File: config.mk
export PLATFORM = sky130hd
export DESIGN_NAME = rr_mux_arbiter
export DESIGN_NICKNAME = d
export VERILOG_FILES = /design/src/rtl/rr_mux_arbiter.sv
export SDC_FILE = /design/constraint.sdc
export NUM_CORES = 1
export LEC_CHECK = 0
export ABC_AREA = 1
export CORE_ASPECT_RATIO = 1.25
export CORE_UTILIZATION = 51
export DETAILED_ROUTE_END_ITERATION = 6
export GPL_TIMING_DRIVEN = 0
export PLACE_DENSITY = 0.81
export SLEW_MARGIN = 30
export SYNTH_ARGS = -nofsm -noshare
export SYNTH_HDL_FRONTEND = slang
export SYNTH_SLANG_ARGS = --single-unit
File: constraint.sdc
create_clock -name clk -period 2.81 [get_ports clk]
set_clock_uncertainty 0.2 [all_clocks]
set_input_delay 0.281 -clock clk [delete_from_list [all_inputs] [get_ports clk]]
set_output_delay 0.281 -clock clk [all_outputs]
set_load 0.005 [all_outputs]
File: src/rtl/rr_mux_arbiter.sv
// Round-robin 8:1 arbiter and data mux with a bounded ownership window.
// Ports: req/din in; registered grant (one-hot), sel, f and valid out.
module rr_mux_arbiter #(
  parameter int W    = 3,
  parameter int HOLD = 4
) (
  input  logic           clk,
  input  logic           rst_n,
  input  logic [7:0]     req,
  input  logic [8*W-1:0] din,
  output logic [7:0]     grant,
  output logic [2:0]     sel,
  output logic [W-1:0]   f,
  output logic           valid
);

  typedef enum logic {
    IDLE,
    OWN
  } state_e;

  // HOLD is limited to 1..15 so the last beat fits the 4-bit counter.
  localparam logic [3:0] CntLast = 4'(HOLD - 1);

  state_e         state_q, state_d;
  logic [2:0]     ptr_q, ptr_d;
  logic [2:0]     sel_q, sel_d;
  logic [3:0]     cnt_q, cnt_d;
  logic [7:0]     grant_q, grant_d;
  logic [W-1:0]   f_q, f_d;
  logic           valid_q, valid_d;

  logic [W-1:0]   din_a [8];
  logic           pick_hit;
  logic [2:0]     pick_idx;
  logic           release_now;

  for (genvar g = 0; g < 8; g++) begin : g_din
    assign din_a[g] = din[g*W +: W];
  end

  // Scan from the far end back toward ptr so the nearest
  // requester in rotated order is the last (winning) write.
  always_comb begin
    pick_hit = 1'b0;
    pick_idx = ptr_q;
    for (int i = 7; i >= 0; i--) begin
      logic [2:0] probe;
      probe = ptr_q + 3'(i);
      if (req[probe]) begin
        pick_hit = 1'b1;
        pick_idx = probe;
      end
    end
  end

  // Owner dropping its request and the last beat may coincide;
  // both collapse into this single release.
  assign release_now = !req[sel_q] || (cnt_q == CntLast);

  always_comb begin
    state_d = state_q;
    ptr_d   = ptr_q;
    sel_d   = sel_q;
    cnt_d   = cnt_q;
    grant_d = grant_q;
    f_d     = f_q;
    valid_d = valid_q;
    unique case (state_q)
      IDLE: begin
        if (pick_hit) begin
          state_d = OWN;
          sel_d   = pick_idx;
          grant_d = 8'd1 << pick_idx;
          cnt_d   = 4'd0;
          f_d     = din_a[pick_idx];
          valid_d = 1'b1;
        end else begin
          grant_d = 8'd0;
          valid_d = 1'b0;
        end
      end
      OWN: begin
        if (release_now) begin
          state_d = IDLE;
          ptr_d   = sel_q + 3'd1;
          grant_d = 8'd0;
          valid_d = 1'b0;
        end else begin
          cnt_d   = cnt_q + 4'd1;
          f_d     = din_a[sel_q];
          valid_d = 1'b1;
        end
      end
      default: begin
        state_d = IDLE;
        grant_d = 8'd0;
        valid_d = 1'b0;
      end
    endcase
  end

  always_ff @(posedge clk or negedge rst_n) begin
    if (!rst_n) begin
      state_q <= IDLE;
      ptr_q   <= 3'd0;
      sel_q   <= 3'd0;
      cnt_q   <= 4'd0;
      grant_q <= 8'd0;
      f_q     <= '0;
      valid_q <= 1'b0;
    end else begin
      state_q <= state_d;
      ptr_q   <= ptr_d;
      sel_q   <= sel_d;
      cnt_q   <= cnt_d;
      grant_q <= grant_d;
      f_q     <= f_d;
      valid_q <= valid_d;
    end
  end

  assign grant = grant_q;
  assign sel   = sel_q;
  assign f     = f_q;
  assign valid = valid_q;

endmodule

=== Word level (Yosys, flattened, before mapping) ===
Index checks and enable logic that the tools add are counted.

* Flip-flop bits (word level): 22
* Latch bits: 0
* Bits in writable memories: 0
* Bits in read-only memories: 0
* Input port bits: 34
* Output and inout bits: 15
* Logic and storage cells: 91
* Memories kept: 0

* Add/sub/neg operators: 9
* Multiply operators: 0
* Divide/modulo/power cells: 0
* Magnitude comparators: 11
* Equality and inequality tests: 4
* Shift-type cells: 1
* Multiplexer cells: 52
* Bitwise logic cells: 3
* Reductions and logical operators: 5

{| class="wikitable"
|+ Operators with widths
! operator !! number
|-
| $mux 3 || 14
|-
| $lt 3x4->1 const B || 9
|-
| $bmux 1 s3 || 9
|-
| $mux 1 || 19
|-
| $bmux 3 s3 || 2
|-
| $mux 8 || 2
|-
| $pmux 8 s2 || 1
|-
| $add 3x3->3 const B || 4
|-
| $ge 4x4->1 const B || 2
|-
| $mux 4 || 2
|-
| $not 3->4 || 2
|-
| $pmux 4 s2 || 1
|-
| $shl 1x3->8 const A || 1
|-
| $add 3x1->3 const B || 2
|-
| $add 3x2->3 const B || 2
|-
| $pmux 3 s2 || 1
|-
| $reduce_and 2->1 || 3
|-
| $add 4x1->4 const B || 1
|-
| $eq 4x2->1 const B || 1
|-
| $ne 2x2->1 const B || 2
|-
| $ne 2x1->1 const B || 1
|-
| $pmux 1 s2 || 1
|-
| $logic_not 1->1 || 1
|-
| $logic_or 1x1->1 || 1
|-
| $not 1->1 || 1
|}

=== Logic depth before layout (Yosys ltp) ===
* Depth after elaboration: 17
* Depth in mapped cells: 23
* Gate-level depth less buffers: 21

=== Least setup slack after synthesis ===
OpenSTA, ideal clock, no wires.

* Kind: register -> register
* Start: register ptr_q[1]
* End: register f_q[0], in the netlist f[0]
* Library setup time: 0.073 ns
* Data arrival time: 2.324 ns
* Data required time: 2.537 ns
* Slack: 0.213 ns
* Stages on the path, launching flop included: 23
* Path buffers: 3
* Clock period less this slack: 2.597 ns
* Cell sequence: dfrtp_1 buf_6 inv_6 ha_1 buf_2 inv_2 nand3_1 nand3_1 nand2_1 nand2_1 nand2_1 nand2_1 nand2_1 nand2_2 nand3_2 nand2_4 buf_12 nand2_2 nand2_1 nand2_1 nand3_1 nand3_1 a21oi_2

* Cells in the longest elaborated chain, start to end: 17
* Elaborated cells on any way between the ends: 47
* Those cells by class: add/sub: 7; eq/ne: 1; mux: 37; bitwise: 1; reduce/logical: 1

{| class="wikitable"
|+ Ends and longest elaborated chain
! what !! RTL line !! RTL
|-
| start: declaration || 26 || <nowiki>logic [2:0] ptr_q, ptr_d;</nowiki>
|-
| start signal: assignment || 114 || <nowiki>ptr_q <= ptr_d;</nowiki>
|-
| $add 3x3->3 || 49 || <nowiki>probe = ptr_q + 3'(i);</nowiki>
|-
| $bmux 1 s3 || 50 || <nowiki>if (req[probe]) begin</nowiki>
|-
| $mux 1 (not written as such) || 50 ||
|-
| $mux 3 (8 in series) || 50 ||
|-
| $not 3->4 (not written as such) || 76 || <nowiki>f_d = din_a[pick_idx];</nowiki>
|-
| $bmux 3 s3 || 76 ||
|-
| $mux 3 (not written as such) (2 in series) || 76 ||
|-
| $mux 3 || 71 || <nowiki>if (pick_hit) begin</nowiki>
|-
| $pmux 3 s2 || 69 || <nowiki>unique case (state_q)</nowiki>
|-
| end signal: assignment || 110 || <nowiki>f_q <= '0;</nowiki>
|-
| end signal: assignment || 118 || <nowiki>f_q <= f_d;</nowiki>
|-
| end: declaration || 30 || <nowiki>logic [W-1:0] f_q, f_d;</nowiki>
|}

Parallel ways exist; a longest one is shown, timed or not. The select of a mux whose other input is x is not followed.
A chain may end at the register's enable or synchronous reset.

=== Worst setup path in the final report ===
* Start: register ptr_q[0]
* End: register f_q[0], in the netlist f[0]

Same word-level chain as after synthesis.

==> results by group <==
Synth
  – Synth Area in Compound Gates: 0.151
  – Xor/xnor cell area share of the yosys netlist: 0.0270
  – Post-synthesis mux area share: 0
  – Mapped Nets: 368
  – Syn avg cell area: 6.60 um^2
  – Synth top area cells: dfrtp_1 25%, nand2_1 15%, nand3_1 10%
  – Syn. warnings: 0
  – Largest family of logic cells by synthesized area: simple AND/OR/NAND/NOR gates
  – #FFs+latches synth: 22
  – Async SR Flop Fraction: 1.00
  – Cell taking the most area after synthesis: dfrtp_1
  – Mapped Cells: 330
  – Simple-gate share of the synthesized area: 0.461
  – Unique cell type count in the Yosys netlist: 31
  – Synth Area in Adders: 0.0230
  – Post-synth top cells: 87 x nand2_1, 44 x nand3_1, 36 x nor2_1, 32 x o21ai_0, 22 x dfrtp_1
  – Main flop type after synthesis: dfrtp_1
  – Netlist Area Pre-Place: 0.00218 mm^2
  – Sequential fraction of the synthesis area: 0.253
  – EDFF count, synth: 0
  – Yosys top cell area share: 0.253
  – Top-count cell post-synth: nand2_1

Finish
  – Diodes inserted: 0
  – Fin nets: 434
  – Finished Core Util: 0.737
  – Multi-input logic area: 0.00155 mm^2
  – Register area: 551 um^2
  – Share of layout cells above drive strength 1: 0.236
  – Non-filler cells, final: 450
  – Fillers: 355
  – Area grow syn2layout: 38.8%

STA
  – Fmax achieved: 366 MHz
  – Hold WS: 0.292 ns
  – Max-slew violation count: 0
  – Fin. Hold Viols: 0
  – Relative slew slack: 0.635
  – Final setup violation count: 0
  – Worst slew pin tran: 0.548 ns
  – Min Tclk post-route: 2.73 ns
  – Setup repair after global routing missed its margin: true
  – Fin crit share: 0.972

Worst setup path
  – Crit-path max FO: 10
  – CP Class: reg2reg
  – Startpoint Class: flop
  – Critical path endpoint category: flop
  – CP required: 2.80 ns
  – Arr. time, crit path: 2.72 ns
  – Worst R2R Path Depth: 19

Global routing
  – Pin count of the biggest net entering global routing: 23
  – GRT overflow: 0
  – Vias in the first global route: 2344
  – Global-route wire length before repair: 10200 um
  – Initial antenna violation count: 0
  – Gr usage total: 0.299

Detailed routing
  – Via count: 2533
  – First drt pass iteration count: 7
  – DRT Wirelength: 6830 um
  – M1 WL: 2710 um
  – Drt via density: 5.63
  – WL per Instance: 15.2 um
  – Starting DRT DRC Count: 269
  – ANT nets after route: 0
  – Met2 Routed Length: 3470 um
  – Top layer in use: met4
  – Metal3 WL: 474 um
  – DR DRC count: 0

Floorplan
  – Die Area: 0.00454 mm^2
  – Rows: 26
  – Die Wd: 60.4 um
  – Core ar.: 0.00410 mm^2
  – I/O pin cnt: 49
  – Initial Util: 0.531
  – Vert. Die Dim: 75.1 um

Placement
  – Detailed Place HPWL: 4870 um
  – Port buffer count: 48
  – Global placement routability congestion: 0.968
  – DP Cell Count: 434

Min path
  – Hold path cells: 2
  – Hold Path Class: reg2reg

Clock tree
  – H-tree Lvls: 1
  – TritonCTS Buffers: 3
  – TritonCTS clock tree: yes
  – Clock Latency Late Sink: 0.26 ns
  – Root Driver: clkbuf_8
  – TritonCTS Sinks: 22
  – Worst-path clk slew: 0.08 ns
  – CTS Buffer Depth: 2

Run
  – Max-cap violations: 0

Outcome
  – Status: finished, final reports clean
worst max-delay path, cell delays in order, from the launching register on:
cell     delay [ns]
dfrtp_1        0.41
inv_4          0.15
ha_4           0.23
buf_8          0.14
inv_8          0.07
nand3_2        0.09
nand3_1        0.12
nand2_1        0.10
inv_1          0.10
nand2_1        0.07
nand2_2        0.09
nand2_2        0.07
nand2_4        0.12
buf_4          0.16
nand3_1        0.09
nand2_1        0.09
nand2_1        0.05
nand3_1        0.09
nand3_2        0.09
a21oi_2        0.12
repair_timing:
item / 4_1_cts / 5_1_grt
setup endpoints to repair: 11 / 13
setup buffers: 2 / 8
pin swaps: 1 / 11
gates resized for setup: 10 / 23
hold buffers: 0 / 1
endpoints found under the hold margin: 0 / 22
cloned: 0 / 2
metrics by stage:
step	setup slack [ns]	setup TNS [ns]	area, um^2
after floorplan	0.213	0	2180
after global placement	-0.133	-0.358	2730
after detailed placement	-0.154	-0.468	2730
after CTS	0.0126	0	2830
after global routing	-0.0862	-0.239	3020
final	0.0776	0	3020
registers in the layout, indices dropped and copies added, names as in the netlist:
name,cells
cnt_q,4
f,3
grant,8
ptr_q,3
sel,3
valid,1
area by class of cell:
type | count | share of cell area
Multi-Input combinational cell | 273 | 0.513
Timing Repair Buffer | 61 | 0.196
Sequential cell | 22 | 0.182
Inverter | 23 | 0.0360
Buffer | 12 | 0.0356
Tap cell | 56 | 0.0232
Clock buffer | 3 | 0.0137
cell families (layout without fill, tap and decap cells):
logic type      count (synthesis)  in the layout
simple gates                  208            208
compound gates                 56             56
buf+inv                        35             99
flops                          22             22
xor+xnor                        5              5
fa+ha+maj                       4              4
cell usage in the layout (no fill, tap or decap), types with 2 or more instances in the layout:
| cell | instances |
|---|---|
| clkbuf_1 | 4 |
| nor2_1 | 36 |
| a21oi_1 | 7 |
| o221ai_1 | 2 |
| o22ai_1 | 5 |
| nand3_1 | 35 |
| inv_1 | 12 |
| o21ai_0 | 31 |
| nor2_4 | 2 |
| ha_1 | 3 |
| xnor2_1 | 2 |
| nand2_2 | 20 |
| clkbuf_8 | 3 |
| buf_4 | 12 |
| nand3_4 | 2 |
| buf_6 | 4 |
| inv_2 | 8 |
| a21oi_2 | 3 |
| dfrtp_1 | 22 |
| a31oi_1 | 4 |
| buf_2 | 2 |
| nand3_2 | 21 |
| xnor2_2 | 2 |
| clkdlybuf4s50_1 | 47 |
| nand2_1 | 84 |
| nand2_4 | 4 |
per-layer routing:
| metal | vias to the layer above | GRT usage |
|---|---|---|
| met5 | - | 0 |
| met4 | 0 | 0.0884 |
| met3 | 22 | 0.0464 |
| met2 | 142 | 0.543 |
| met1 | 1137 | 0.357 |
| li1 | 1232 | - |
final timing paths:
check	start	endpoint	slack (ns)
setup / recovery	ptr_q[0]	f[0]	0.08
hold / removal	grant[0]	grant[0]	0.29
setup reg to reg	ptr_q[0]	f[0]	0.08
hold reg to reg	grant[0]	grant[0]	0.29
max in group asynchronous	rst_n	valid	1.74
min in group asynchronous	rst_n	sel[1]	0.32
Power is left out: the tool's default activity adds up to more than one toggle a clock period on the data nets, which glitch-free logic cannot reach.
